## src/rtl/loop_seq_ctrl_pkg.sv

```systemverilog
// Shared types and constants for the i/x/y loop sequencing controller.
// State encoding and strobe-bundle bit positions live here.
package loop_seq_ctrl_pkg;

    typedef enum logic [2:0] {
        IDLE  = 3'd0,
        INIT  = 3'd1,
        ACCUM = 3'd2,
        TEST  = 3'd3,
        CLR_Y = 3'd4,
        CLR_X = 3'd5,
        DONE  = 3'd6
    } state_e;

    localparam int unsigned STB_W = 6;

    typedef logic [STB_W-1:0] stb_t;

    localparam int unsigned I_LOAD  = 0;
    localparam int unsigned I_CLEAR = 1;
    localparam int unsigned X_LOAD  = 2;
    localparam int unsigned X_CLEAR = 3;
    localparam int unsigned Y_LOAD  = 4;
    localparam int unsigned Y_CLEAR = 5;

    localparam stb_t STB_OFF = 6'b111111;

endpackage

```

## src/rtl/loop_seq_ctrl_if.sv

```systemverilog
// Control/status bundle between the system control path, the
// sequencer and the i/x/y datapath.
interface loop_seq_ctrl_if #(
    parameter int CNT_W = 8
);
    logic             start;
    logic             abort;
    logic             i_lte_limit;
    logic             x_lt_zero;
    logic             i_load;
    logic             i_clear;
    logic             x_load;
    logic             x_clear;
    logic             y_load;
    logic             y_clear;
    logic             busy;
    logic             done;
    logic             err;
    logic             took_y_branch;
    logic [CNT_W-1:0] iter_count;

    modport master (
        output start, abort, i_lte_limit, x_lt_zero,
        input  i_load, i_clear, x_load, x_clear,
        input  y_load, y_clear, busy, done, err,
        input  took_y_branch, iter_count
    );

    modport slave (
        input  start, abort, i_lte_limit, x_lt_zero,
        output i_load, i_clear, x_load, x_clear,
        output y_load, y_clear, busy, done, err,
        output took_y_branch, iter_count
    );
endinterface

```

## src/rtl/loop_seq_ctrl_iter_counter.sv

```systemverilog
// Iteration counter with synchronous clear/enable and a terminal
// compare used as the run watchdog.
module loop_seq_ctrl_iter_counter #(
    parameter int CNT_W    = 8,
    parameter int MAX_ITER = 255
) (
    input  logic             clk,
    input  logic             rst_n,
    input  logic             clr_i,
    input  logic             en_i,
    output logic [CNT_W-1:0] count_o,
    output logic             at_max_o
);
    logic [CNT_W-1:0] count_q, count_d;

    always_comb begin
        count_d = count_q;
        if (clr_i)
            count_d = '0;
        else if (en_i)
            count_d = count_q + 1'b1;
    end

    always_ff @(posedge clk) begin
        if (!rst_n)
            count_q <= '0;
        else
            count_q <= count_d;
    end

    assign count_o  = count_q;
    assign at_max_o = (count_q == CNT_W'(MAX_ITER));
endmodule

```

## src/rtl/loop_seq_ctrl.sv

```systemverilog
// Sequencer for the loop: x=0,i=0; while i<=limit {i++, x+=y};
// then y=0 if x<0 else x=0. Start/done handshake, abort, watchdog.
module loop_seq_ctrl
    import loop_seq_ctrl_pkg::*;
#(
    parameter int CNT_W    = 8,
    parameter int MAX_ITER = 255
) (
    input logic            clock,
    input logic            reset,
    loop_seq_ctrl_if.slave bus
);
    state_e state_q, state_d;
    stb_t   stb;
    logic   err_q, err_d;
    logic   tyb_q, tyb_d;
    logic   cnt_clr, cnt_en, at_max, done_c;

    loop_seq_ctrl_iter_counter #(
        .CNT_W    (CNT_W),
        .MAX_ITER (MAX_ITER)
    ) u_iter (
        .clk      (clock),
        .rst_n    (reset),
        .clr_i    (cnt_clr),
        .en_i     (cnt_en),
        .count_o  (bus.iter_count),
        .at_max_o (at_max)
    );

    always_comb begin
        state_d = state_q;
        stb     = STB_OFF;
        err_d   = err_q;
        tyb_d   = tyb_q;
        cnt_clr = 1'b0;
        cnt_en  = 1'b0;
        done_c  = 1'b0;
        unique case (state_q)
            IDLE: begin
                if (bus.start)
                    state_d = INIT;
            end
            INIT: begin
                stb[I_CLEAR] = 1'b0;
                stb[X_CLEAR] = 1'b0;
                stb[Y_LOAD]  = 1'b0;
                err_d   = 1'b0;
                tyb_d   = 1'b0;
                cnt_clr = 1'b1;
                state_d = ACCUM;
            end
            ACCUM: begin
                stb[I_LOAD] = 1'b0;
                stb[X_LOAD] = 1'b0;
                cnt_en  = 1'b1;
                state_d = TEST;
            end
            TEST: begin
                if (bus.i_lte_limit) begin
                    if (at_max) begin
                        err_d   = 1'b1;
                        state_d = DONE;
                    end else begin
                        state_d = ACCUM;
                    end
                end else if (bus.x_lt_zero) begin
                    state_d = CLR_Y;
                end else begin
                    state_d = CLR_X;
                end
            end
            CLR_Y: begin
                stb[Y_CLEAR] = 1'b0;
                tyb_d   = 1'b1;
                state_d = DONE;
            end
            CLR_X: begin
                stb[X_CLEAR] = 1'b0;
                state_d = DONE;
            end
            DONE: begin
                done_c  = 1'b1;
                state_d = IDLE;
            end
            default: state_d = IDLE;
        endcase
        // abort still lets the counter record an aborted ACCUM cycle
        if (bus.abort && state_q != IDLE) begin
            stb     = STB_OFF;
            err_d   = err_q;
            tyb_d   = tyb_q;
            cnt_clr = 1'b0;
            done_c  = 1'b0;
            state_d = IDLE;
        end
    end

    always_ff @(posedge clock) begin
        if (!reset) begin
            state_q <= IDLE;
            err_q   <= 1'b0;
            tyb_q   <= 1'b0;
        end else begin
            state_q <= state_d;
            err_q   <= err_d;
            tyb_q   <= tyb_d;
        end
    end

    assign bus.i_load        = stb[I_LOAD];
    assign bus.i_clear       = stb[I_CLEAR];
    assign bus.x_load        = stb[X_LOAD];
    assign bus.x_clear       = stb[X_CLEAR];
    assign bus.y_load        = stb[Y_LOAD];
    assign bus.y_clear       = stb[Y_CLEAR];
    assign bus.busy          = (state_q != IDLE);
    assign bus.done          = done_c;
    assign bus.err           = err_q;
    assign bus.took_y_branch = tyb_q;
endmodule

```

## src/flat_wrapper.sv

```systemverilog
// flat-port wrapper written by rule: the top's interface ports become plain ports
module loop_seq_ctrl_flat import loop_seq_ctrl_pkg::*;
#(
    parameter int CNT_W    = 8,
    parameter int MAX_ITER = 255
)
  (clock, reset, bus_start, bus_abort, bus_i_lte_limit, bus_x_lt_zero, bus_i_load, bus_i_clear, bus_x_load, bus_x_clear, bus_y_load, bus_y_clear, bus_busy, bus_done, bus_err, bus_took_y_branch, bus_iter_count);
  loop_seq_ctrl_if #(.CNT_W(CNT_W)) bus_i ();
  input logic clock;
  input logic reset;
  input wire logic [$bits(bus_i.start)-1:0] bus_start;
  input wire logic [$bits(bus_i.abort)-1:0] bus_abort;
  input wire logic [$bits(bus_i.i_lte_limit)-1:0] bus_i_lte_limit;
  input wire logic [$bits(bus_i.x_lt_zero)-1:0] bus_x_lt_zero;
  output wire logic [$bits(bus_i.i_load)-1:0] bus_i_load;
  output wire logic [$bits(bus_i.i_clear)-1:0] bus_i_clear;
  output wire logic [$bits(bus_i.x_load)-1:0] bus_x_load;
  output wire logic [$bits(bus_i.x_clear)-1:0] bus_x_clear;
  output wire logic [$bits(bus_i.y_load)-1:0] bus_y_load;
  output wire logic [$bits(bus_i.y_clear)-1:0] bus_y_clear;
  output wire logic [$bits(bus_i.busy)-1:0] bus_busy;
  output wire logic [$bits(bus_i.done)-1:0] bus_done;
  output wire logic [$bits(bus_i.err)-1:0] bus_err;
  output wire logic [$bits(bus_i.took_y_branch)-1:0] bus_took_y_branch;
  output wire logic [$bits(bus_i.iter_count)-1:0] bus_iter_count;
  assign bus_i.start = bus_start;
  assign bus_i.abort = bus_abort;
  assign bus_i.i_lte_limit = bus_i_lte_limit;
  assign bus_i.x_lt_zero = bus_x_lt_zero;
  assign bus_i_load = bus_i.i_load;
  assign bus_i_clear = bus_i.i_clear;
  assign bus_x_load = bus_i.x_load;
  assign bus_x_clear = bus_i.x_clear;
  assign bus_y_load = bus_i.y_load;
  assign bus_y_clear = bus_i.y_clear;
  assign bus_busy = bus_i.busy;
  assign bus_done = bus_i.done;
  assign bus_err = bus_i.err;
  assign bus_took_y_branch = bus_i.took_y_branch;
  assign bus_iter_count = bus_i.iter_count;
  loop_seq_ctrl #(.CNT_W(CNT_W), .MAX_ITER(MAX_ITER)) u_core (.clock(clock), .reset(reset), .bus(bus_i));
endmodule
```

## config.mk

```make
export PLATFORM = sky130hd
export DESIGN_NAME = loop_seq_ctrl_flat
export DESIGN_NICKNAME = d
export VERILOG_FILES = /design/src/rtl/loop_seq_ctrl_pkg.sv /design/src/rtl/loop_seq_ctrl_if.sv /design/src/rtl/loop_seq_ctrl_iter_counter.sv /design/src/rtl/loop_seq_ctrl.sv /design/src/flat_wrapper.sv
export SDC_FILE = /design/constraint.sdc
export NUM_CORES = 1
export LEC_CHECK = 0
export BUFFER_PORTS_ARGS = -buffer_cell sky130_fd_sc_hd__buf_2
export CELL_PAD_IN_SITES_DETAIL_PLACEMENT = 1
export CELL_PAD_IN_SITES_GLOBAL_PLACEMENT = 2
export CORE_MARGIN = 2
export CORE_UTILIZATION = 28
export DETAILED_ROUTE_END_ITERATION = 10
export GPL_TIMING_DRIVEN = 0
export PLACE_DENSITY = 0.92
export SYNTH_ARGS = -nofsm -noshare
export SYNTH_HDL_FRONTEND = slang
export SYNTH_SLANG_ARGS = --single-unit
```

## constraint.sdc

```tcl
create_clock -name clock -period 2.1 [get_ports clock]
set_input_delay 0.21 -clock clock [delete_from_list [all_inputs] [get_ports clock]]
set_output_delay 0.21 -clock clock [all_outputs]
set_load 0.02 [all_outputs]
```

==> results of run 1 <==
-- logic make-up after synthesis --
| family | after synthesis | share of synthesized area (%) |
|---|---|---|
| simple gates | 44 | 35.6 |
| flops | 13 | 38.6 |
| compound gates | 11 | 9.83 |
| xor+xnor | 7 | 9.09 |
| buf+inv | 7 | 5.01 |
| fa+ha+maj | 1 | 1.85 |
-- layout make-up --
cell class	count	area share, %
Tap cell	28	4.12
Multi-Input combinational cell	63	44.7
Buffer	5	3.09
Sequential cell	13	30.6
Inverter	2	0.882
Timing Repair Buffer	23	13.5
Clock buffer	4	3.09
-- registers in the layout, summed over array words and instances (netlist names) --
name / count
u_core.bus.took_y_branch: 1
u_core.u_iter.count_o: 8
u_core.bus.err: 1
u_core.state_q: 3
-- routing by layer --
| metal | share of wire [%] | wire [um] |
|---|---|---|
| met4 | 2.6 | 42 |
| met5 | 0 | 0 |
| met1 | 48 | 776 |
| met2 | 47 | 774 |
| met3 | 2.3 | 37 |
-- worst max-delay path, stage by stage (launching register included) --
cell and delay (ns):
dfxtp_1 0.34, clkbuf_1 0.22, nor3b_2 0.40, nand2b_1 0.13, buf_4 0.15, buf_2 0.15
-- per-stage QoR --
step / cell area, um^2 / setup WS, ns / hold slack [ns]
after floorplan: 674 / 0.530 / 0.364
after detailed placement: 825 / 0.524 / 0.442
after CTS: 851 / 0.210 / 0.197
after global placement: 825 / 0.546 / 0.435
final: 851 / 0.230 / 0.203
after global routing: 851 / 0.0445 / 0.195
-- where the power goes --
| group | internal [mW] | switching (mW) |
|---|---|---|
| Clock | 0.0736 | 0.0832 |
| Sequential | 0.252 | 0.00498 |
| Combinational | 0.0299 | 0.0471 |
| Total | 0.356 | 0.135 |
-- cell usage in the layout, fill, tap and decap left out, types with 2 or more instances in the layout --
cell type  netlist  routed
a21oi_1          3       3
buf_2            0      23
buf_4            2       2
clkbuf_1         3       4
clkbuf_4         0       3
dfxtp_1         13      13
inv_1            2       2
nand2_1          9       9
nand2b_1         3       3
nand3_1          2       2
nand3b_1         2       2
nand4_1          2       2
nor2_1          12      12
nor3_1           4       4
o21ai_0          4       4
or3_1            2       2
xnor2_1          5       5
xor2_1           2       2
-- worst paths after layout --
| kind | startpoint | end | slack [ns] | cells after the start |
|---|---|---|---|---|
| worst max-delay path | u_core.state_q[2]$_SDFFE_PP0P_ | bus_x_load | 0.23 | 5 |
| worst min-delay path | bus_x_lt_zero | u_core.state_q[0]$_SDFFE_PP0P_ | 0.20 | 3 |
| worst max register to register | u_core.state_q[2]$_SDFFE_PP0P_ | u_core.u_iter.count_o[4]$_SDFFE_PP0N_ | 0.66 | 5 |
| worst min register to register | u_core.bus.err$_SDFFE_PN0P_ | u_core.bus.err$_SDFFE_PN0P_ | 0.45 | 2 |
==> flow_summary.ini, run 1 <==
[clock_network]
post_cts_resized = 0
cts_buffers = 3
post_cts_buffers = 0
clk_pin_slew_ns = 0.08
cts_hold_buf = 0
cts.sinks = 13
clk_latency_ns = 0.27
cts_htree_levels = 1
clk_path_buf_depth = 2
clock-root-buffer = clkbuf_4
cts_tree = built

[finish]
syn_to_final_growth_pct = 26.2
final_cells = 138
n_antenna_cell = 0
multi_input_area_um2 = 380
fin_util_pct = 37.7
fillers = 304
drive_above_1_share_pct = 28.2
fin_nets = 118
seqCellArea_um2 = 260

[critical_path]
worstPathArrival_ns = 1.66
cp.required_ns = 1.89
endpoint_kind = primary output
cp-start-kind = register
crit_fanout = 10
path_class = register to primary output

[synthesis]
yosysMostFrequentCell = dfxtp_1
synth_area_um2 = 674
synth_commonest_cells = 13 x dfxtp_1, 12 x nor2_1, 9 x nand2_1
ys_async_sr_fraction_pct = 0
ys_types = 29
ys_warn_count = 0
synth_top_area_share_pct = 38.6
avgSynthCellArea_um2 = 8.13
synth-main-ff-cell = dfxtp_1
synth_nets = 90
synth_top_area_cell = dfxtp_1
yosys-top-cells-area = dfxtp_1 39%, nor2_1 6.7%, xnor2_1 6.5%, nand2_1 5.0%, nor3_1 3.0%
synth_cells = 83
ys_ff_latch = 13
synth_edf_count = 0
yosysSeqAreaShare_pct = 38.6

[sta]
setup_tns_ns = 0
fmax_ghz = 0.535
tightest_slew_ns = 0.435
fin_crit_sh_pct = 89.1
skew_ns = 0.00178
min_period_ns = 1.87
hold_viol_final = 0
slew_headroom_pct = 70.7
finalSetupViolCount = 0
drv_slew = 0
rsz0062_at_grt = no

[floorplan]
die_h_um = 53.1
dieWidth_um = 53.1
start_util_pct = 29.9
row_count = 17
ios = 24
coreArea_um2 = 2250
die_area_um2 = 2820

[grt]
gr-total-overflow = 0
grt_max_degree = 11
antenna_found_initial = 0
use_met3_pct = 1.69
grtUsageMet1_pct = 17.7
grt_pass1_vias = 583
grt_pass1_wl_um = 2660
grtUsageMet2_pct = 19.6
gr-max-usage-layer = met2
grt_usage_pct = 13.4

[power]
power_mw = 0.491
ir_drop_uv = 223
power_density_nw_per_um2 = 577
power_leakage_nw = 0.337

[drt]
drt-initial-drc-count = 8
drt_first_pass_iters = 4
num_vias = 662
wirelength_um = 1630
antenna_left = 0
routedWlPerCell_um = 11.8
drc = 0
viasPerCell = 4.80

[job]
cap_violations = 0

[placement]
place_inst = 134
place.gp.congestion = 0.737
io_buffers = 23
place_hpwl_um = 1250

[worst_hold_path]
min_path_type = primary input to register

[outcome]
status = finished, final reports clean
(Power assumes the default switching activity.)
==> inputs of run 2 (changes only) <==
--- a/config.mk
+++ b/config.mk
@@ -5,14 +5,14 @@
 export SDC_FILE = /design/constraint.sdc
 export NUM_CORES = 1
 export LEC_CHECK = 0
-export BUFFER_PORTS_ARGS = -buffer_cell sky130_fd_sc_hd__buf_2
 export CELL_PAD_IN_SITES_DETAIL_PLACEMENT = 1
 export CELL_PAD_IN_SITES_GLOBAL_PLACEMENT = 2
 export CORE_MARGIN = 2
-export CORE_UTILIZATION = 28
+export CORE_UTILIZATION = 34
 export DETAILED_ROUTE_END_ITERATION = 10
+export DONT_BUFFER_PORTS = 1
 export GPL_TIMING_DRIVEN = 0
-export PLACE_DENSITY = 0.92
+export PLACE_DENSITY = 0.74
 export SYNTH_ARGS = -nofsm -noshare
 export SYNTH_HDL_FRONTEND = slang
 export SYNTH_SLANG_ARGS = --single-unit
==> flow_summary.ini, run 2 (synthesis results as in run 1) <==
[outcome]
status = finished, final reports clean

[critical_path]
endpoint_kind = primary output
path_class = register to primary output
cp.required_ns = 1.89
worstPathArrival_ns = 1.69
crit_family = simple AND/OR/NAND/NOR gates
r2r-start = u_core.u_iter.count_o[0]$_SDFFE_PP0N_
crit_fanout = 10
cp_cell_sequence = clkbuf_1 -> nor4bb_2
cp_slowest_cell = nor4bb_2
cp-start-kind = register
critPathLaunch = u_core.state_q[1]$_SDFFE_PP0P_
max_stage_delay_ns = 0.65
crit_buf_inv = 1

[power]
p_seq_share_pct = 54.9
swShare_pct = 27.2
ir_drop_uv = 257
power_frac_comb_pct = 12.3
power_density_nw_per_um2 = 638
p_int_mw = 0.347
clockPowerShare_pct = 32.8
power_switching_mw = 0.130
power_leakage_nw = 0.235

[floorplan]
coreArea_um2 = 1920
die_h_um = 48.5
die_area_um2 = 2360
ios = 24
dieWidth_um = 48.5
row_count = 16
start_util_pct = 35.1

[sta]
min_period_ns = 1.90
rsz0062_at_grt = no
fin_crit_sh_pct = 90.7
drv_slew = 0
tightest_slew_ns = 0.591
worst_slack_ns = 0.196
slew_headroom_pct = 60.0
finalSetupViolCount = 0
setup_tns_ns = 0
skew_ns = 0.00269
fmax_ghz = 0.525
hold_viol_final = 0

[grt]
gr-total-overflow = 0
antenna_found_initial = 0
grt_pass1_vias = 584
grt_pass1_wl_um = 2710
grt_usage_pct = 14.8
grt_max_degree = 11

[clock_network]
clk_path_buf_depth = 2
post_cts_resized = 0
clock-root-buffer = clkbuf_4
clk_pin_slew_ns = 0.08
cts_htree_levels = 1
clk_latency_ns = 0.27
cts_hold_buf = 0
cts.sinks = 13
cts_buffers = 3
post_cts_buffers = 0
cts_tree = built

[placement]
place_hpwl_um = 1130
io_buffers = 0
place_ws_ns = 0.341
placed_area_um2 = 708
place_inst = 110
place.gp.congestion = 0.679

[drt]
viasPerCell = 5.10
routedWlPerCell_um = 13.9
drt_first_pass_iters = 4
drc = 0
drt-initial-drc-count = 9
antenna_left = 0
wirelength_um = 1580
num_vias = 581

[finish]
syn_to_final_growth_pct = 10.8
fillers = 253
layout_common_cells = 13 x dfxtp_1, 12 x nor2_1, 9 x nand2_1
final_cells = 114
final_common_cell = dfxtp_1
finalInstanceArea_um2 = 747
largest_register_ffs = 8
n_antenna_cell = 0
drive_above_1_share_pct = 10.3
fin_nets = 95

[job]
cap_violations = 0

[worst_hold_path]
min_path_type = primary input to register
min_from = reset
==> run 2: cell types whose count changed in the layout (fill, tap and decap cells not counted), sizes merged <==
cell  change
buf      -23
==> run 2: final cells by class <==
| class | count | area [um^2] | area share [%] |
|---|---|---|---|
| clock buffers | 4 | 26.3 | 3.52 |
| multi-input cells | 63 | 393 | 52.6 |
| well taps | 27 | 33.8 | 4.52 |
| inverters | 2 | 7.51 | 1.01 |
| plain buffers | 5 | 26.3 | 3.52 |
| flip-flops and latches | 13 | 260 | 34.8 |
==> run 2: final timing paths <==
kind | slack [ns] | cells after the start | to
setup / recovery | 0.20 | 2 | bus_done
hold / removal | 0.08 | 1 | u_core.bus.took_y_branch$_SDFFE_PN0P_
setup reg to reg | 0.53 | 5 | u_core.bus.err$_SDFFE_PN0P_
hold reg to reg | 0.56 | 2 | u_core.bus.err$_SDFFE_PN0P_
==> run 2: power groups by stage <==
stage,logic [mW],registers (mW),clock network [mW]
4_1_cts,0.0578,0.262,0.163
3_5_place_dp,0.0573,0.267,0
6_report,0.0587,0.262,0.157
5_1_grt,0.0661,0.263,0.174
3_3_place_gp,0.0562,0.267,0
2_1_floorplan,0.0485,0.266,0
==> run 2: metal layers <==
metal | vias up | global-route usage (%) | share of wire, %
met5 | - | 0 | 0
met4 | 0 | 8.57 | 0.82
met3 | 2 | 4.63 | 5.7
met2 | 14 | 20.6 | 43
met1 | 272 | 20.2 | 51
li1 | 293 | - | -
==> run 2: per-stage QoR <==
stage	util (%)	hold slack [ns]	power (mW)
floorplan	-	0.364	0.314
global placement	36.8	0.367	0.323
detailed placement	36.8	0.369	0.325
CTS	38.2	0.0674	0.483
global route	38.9	0.0931	0.502
finish	38.9	0.0759	0.477
==> inputs of run 3 (changes only) <==
--- a/config.mk
+++ b/config.mk
@@ -5,6 +5,7 @@
 export SDC_FILE = /design/constraint.sdc
 export NUM_CORES = 1
 export LEC_CHECK = 0
+export ABC_AREA = 1
 export CELL_PAD_IN_SITES_DETAIL_PLACEMENT = 1
 export CELL_PAD_IN_SITES_GLOBAL_PLACEMENT = 2
 export CORE_MARGIN = 2
@@ -12,7 +13,7 @@
 export DETAILED_ROUTE_END_ITERATION = 10
 export DONT_BUFFER_PORTS = 1
 export GPL_TIMING_DRIVEN = 0
-export PLACE_DENSITY = 0.74
+export PLACE_DENSITY = 0.86
 export SYNTH_ARGS = -nofsm -noshare
 export SYNTH_HDL_FRONTEND = slang
 export SYNTH_SLANG_ARGS = --single-unit
==> flow_summary.ini, run 3 <==
[outcome]
status = finished, final reports clean

[finish]
fin_nets = 117
n_antenna_cell = 0
fin_util_pct = 37.8
drive_above_1_share_pct = 24.8
finalInstanceArea_um2 = 812
syn_to_final_growth_pct = 8.17
layout_common_cells = 21 x nand2_1, 15 x nor2_1, 13 x dfxtp_1
fillers = 283
final_common_cell = nand2_1
largest_register_ffs = 8

[worst_hold_path]
hold-path-endpoint = u_core.state_q[1]$_SDFFE_PP0P_
min_path_type = primary input to register
hold_depth = 2
min_from = reset

[critical_path]
rrSetupSlack_ns = 0.74
r2r-end = u_core.bus.err$_SDFFE_PN0P_
cp-start-kind = register
path_class = register to primary output
crit_fanout = 7
cp.required_ns = 1.89
endpoint_kind = primary output
reg2reg_depth = 7
worstPathArrival_ns = 1.44
r2r-start = u_core.u_iter.count_o[0]$_SDFFE_PP0N_

[sta]
slew_headroom_pct = 59.0
hold_ws_ns = 0.0839
finalSetupViolCount = 0
tightest_slew_ns = 0.611
hold_viol_final = 0
rsz0062_at_grt = no
skew_ns = 0.0104
drv_slew = 0
setup_tns_ns = 0
fin_crit_sh_pct = 78.7
fmax_ghz = 0.605
min_period_ns = 1.65

[placement]
io_buffers = 0
place_hpwl_um = 1350
place.gp.congestion = 0.719
placed_area_um2 = 786

[clock_network]
cts.sinks = 13
cts_hold_buf = 0
cts_htree_levels = 1
post_cts_resized = 0
post_cts_buffers = 0
cts_tree = built
clock-root-buffer = clkbuf_4
clk_pin_slew_ns = 0.09
clk_latency_ns = 0.28
cts_buffers = 3
clk_path_buf_depth = 2

[floorplan]
die_h_um = 51.0
row_count = 17
die_area_um2 = 2600
dieWidth_um = 51.0
ios = 24
coreArea_um2 = 2150
start_util_pct = 34.9

[grt]
grt_pass1_wl_um = 2790
grt_usage_pct = 14.3
grt_pass1_vias = 673
grt_max_degree = 9
gr-total-overflow = 0
antenna_found_initial = 0

[synthesis]
synth_top_area_cell = dfxtp_1
synth_nets = 112
ys_async_sr_fraction_pct = 0
yosys-top-cells-area = dfxtp_1 35%, nand2_1 10%, nor2_1 7.5%, inv_1 5.0%, nand3_1 4.7%
avgSynthCellArea_um2 = 7.15
synth_cells = 105
synth_area_um2 = 751
yosysSeqAreaShare_pct = 34.7
ys_warn_count = 0
synth-main-ff-cell = dfxtp_1
ys_ff_latch = 13
synth_edf_count = 0
synth_commonest_cells = 21 x nand2_1, 15 x nor2_1, 13 x dfxtp_1
synth_top_area_share_pct = 34.7
ys_types = 23
yosysMostFrequentCell = nand2_1

[drt]
routedWlPerCell_um = 12.1
drt_first_pass_iters = 2
num_vias = 663
drt-initial-drc-count = 7
drc = 0
viasPerCell = 4.84
antenna_left = 0
wirelength_um = 1660

[power]
power_density_nw_per_um2 = 697
power_leakage_nw = 0.322
ir_drop_uv = 288

[job]
cap_violations = 0
run 3: cell count changes in the layout (fill, tap and decap cells not counted), moves of 3 or more:
| cell | before | now |
|---|---|---|
| nand2b_1 | 3 | 0 |
| a21oi_1 | 3 | 6 |
| clkbuf_1 | 4 | 1 |
| nor2_2 | 0 | 4 |
| o21ai_0 | 4 | 0 |
| nand2_2 | 0 | 3 |
| nor2_1 | 12 | 15 |
| inv_2 | 0 | 4 |
| xnor2_1 | 5 | 0 |
| inv_1 | 2 | 10 |
| nand3_1 | 2 | 7 |
| nand2_1 | 9 | 21 |
run 3: layout make-up:
class                   instances  area (um^2)  share of cell area [%]
well taps                      28         35.0                    4.31
multi-input cells              74          412                    50.7
clock buffers                   4         26.3                    3.24
plain buffers                   3         20.0                    2.47
inverters                      15         58.8                    7.24
flip-flops and latches         13          260                    32.0
run 3: where the power goes:
| group | switching (mW) | internal, mW |
|---|---|---|
| registers | 0.0278 | 0.260 |
| logic | 0.0862 | 0.0369 |
| clock network | 0.0819 | 0.0735 |
| total | 0.196 | 0.370 |
run 3: stage by stage:
step	std cells	total power [mW]	worst slack, ns
6_report	137	0.566	0.447
5_1_grt	137	0.608	0.333
4_1_cts	137	0.578	0.422
3_5_place_dp	133	0.420	0.693
3_3_place_gp	133	0.418	0.744
2_1_floorplan	105	0.398	0.861
run 3: worst max-delay path, cell delays in order (launching register included):
cell and delay, ns:
dfxtp_1 0.40, nor2_4 0.17, nand2_4 0.10, inv_2 0.11
nand2_1 0.17, buf_4 0.21
run 3: per-layer routing:
layer | GRT usage (%) | vias to the layer above | share of wire (%)
li1 | - | 338 | -
met1 | 15.8 | 308 | 44
met2 | 24.2 | 15 | 49
met3 | 4.97 | 2 | 6.7
met4 | 6.76 | 0 | 1.0
met5 | 0 | - | 0
run 3: cell families (layout without fill, tap and decap cells):
logic type | Yosys count | after routing | synth area share [%]
buffers and inverters | 18 | 22 | 10.5
xor gates and xnor gates | 2 | 2 | 2.33
and+or+nand+nor | 63 | 63 | 44.7
adders and majority gates | 1 | 1 | 1.67
AOI/OAI and AO/OA | 8 | 8 | 6.17
DFF | 13 | 13 | 34.7
run 3: worst max path at each step:
stage / from / endpoint / slack [ns]
2_1_floorplan: u_core.state_q[2]$_SDFFE_PP0P_ / bus_x_load / 0.86
4_1_cts: u_core.state_q[2]$_SDFFE_PP0P_ / bus_x_load / 0.42
6_report: u_core.state_q[2]$_SDFFE_PP0P_ / bus_x_load / 0.45
5_1_grt: u_core.state_q[2]$_SDFFE_PP0P_ / bus_x_load / 0.33
3_5_place_dp: u_core.u_iter.count_o[0]$_SDFFE_PP0N_ / u_core.bus.err$_SDFFE_PN0P_ / 0.69
3_3_place_gp: u_core.state_q[2]$_SDFFE_PP0P_ / bus_x_load / 0.74
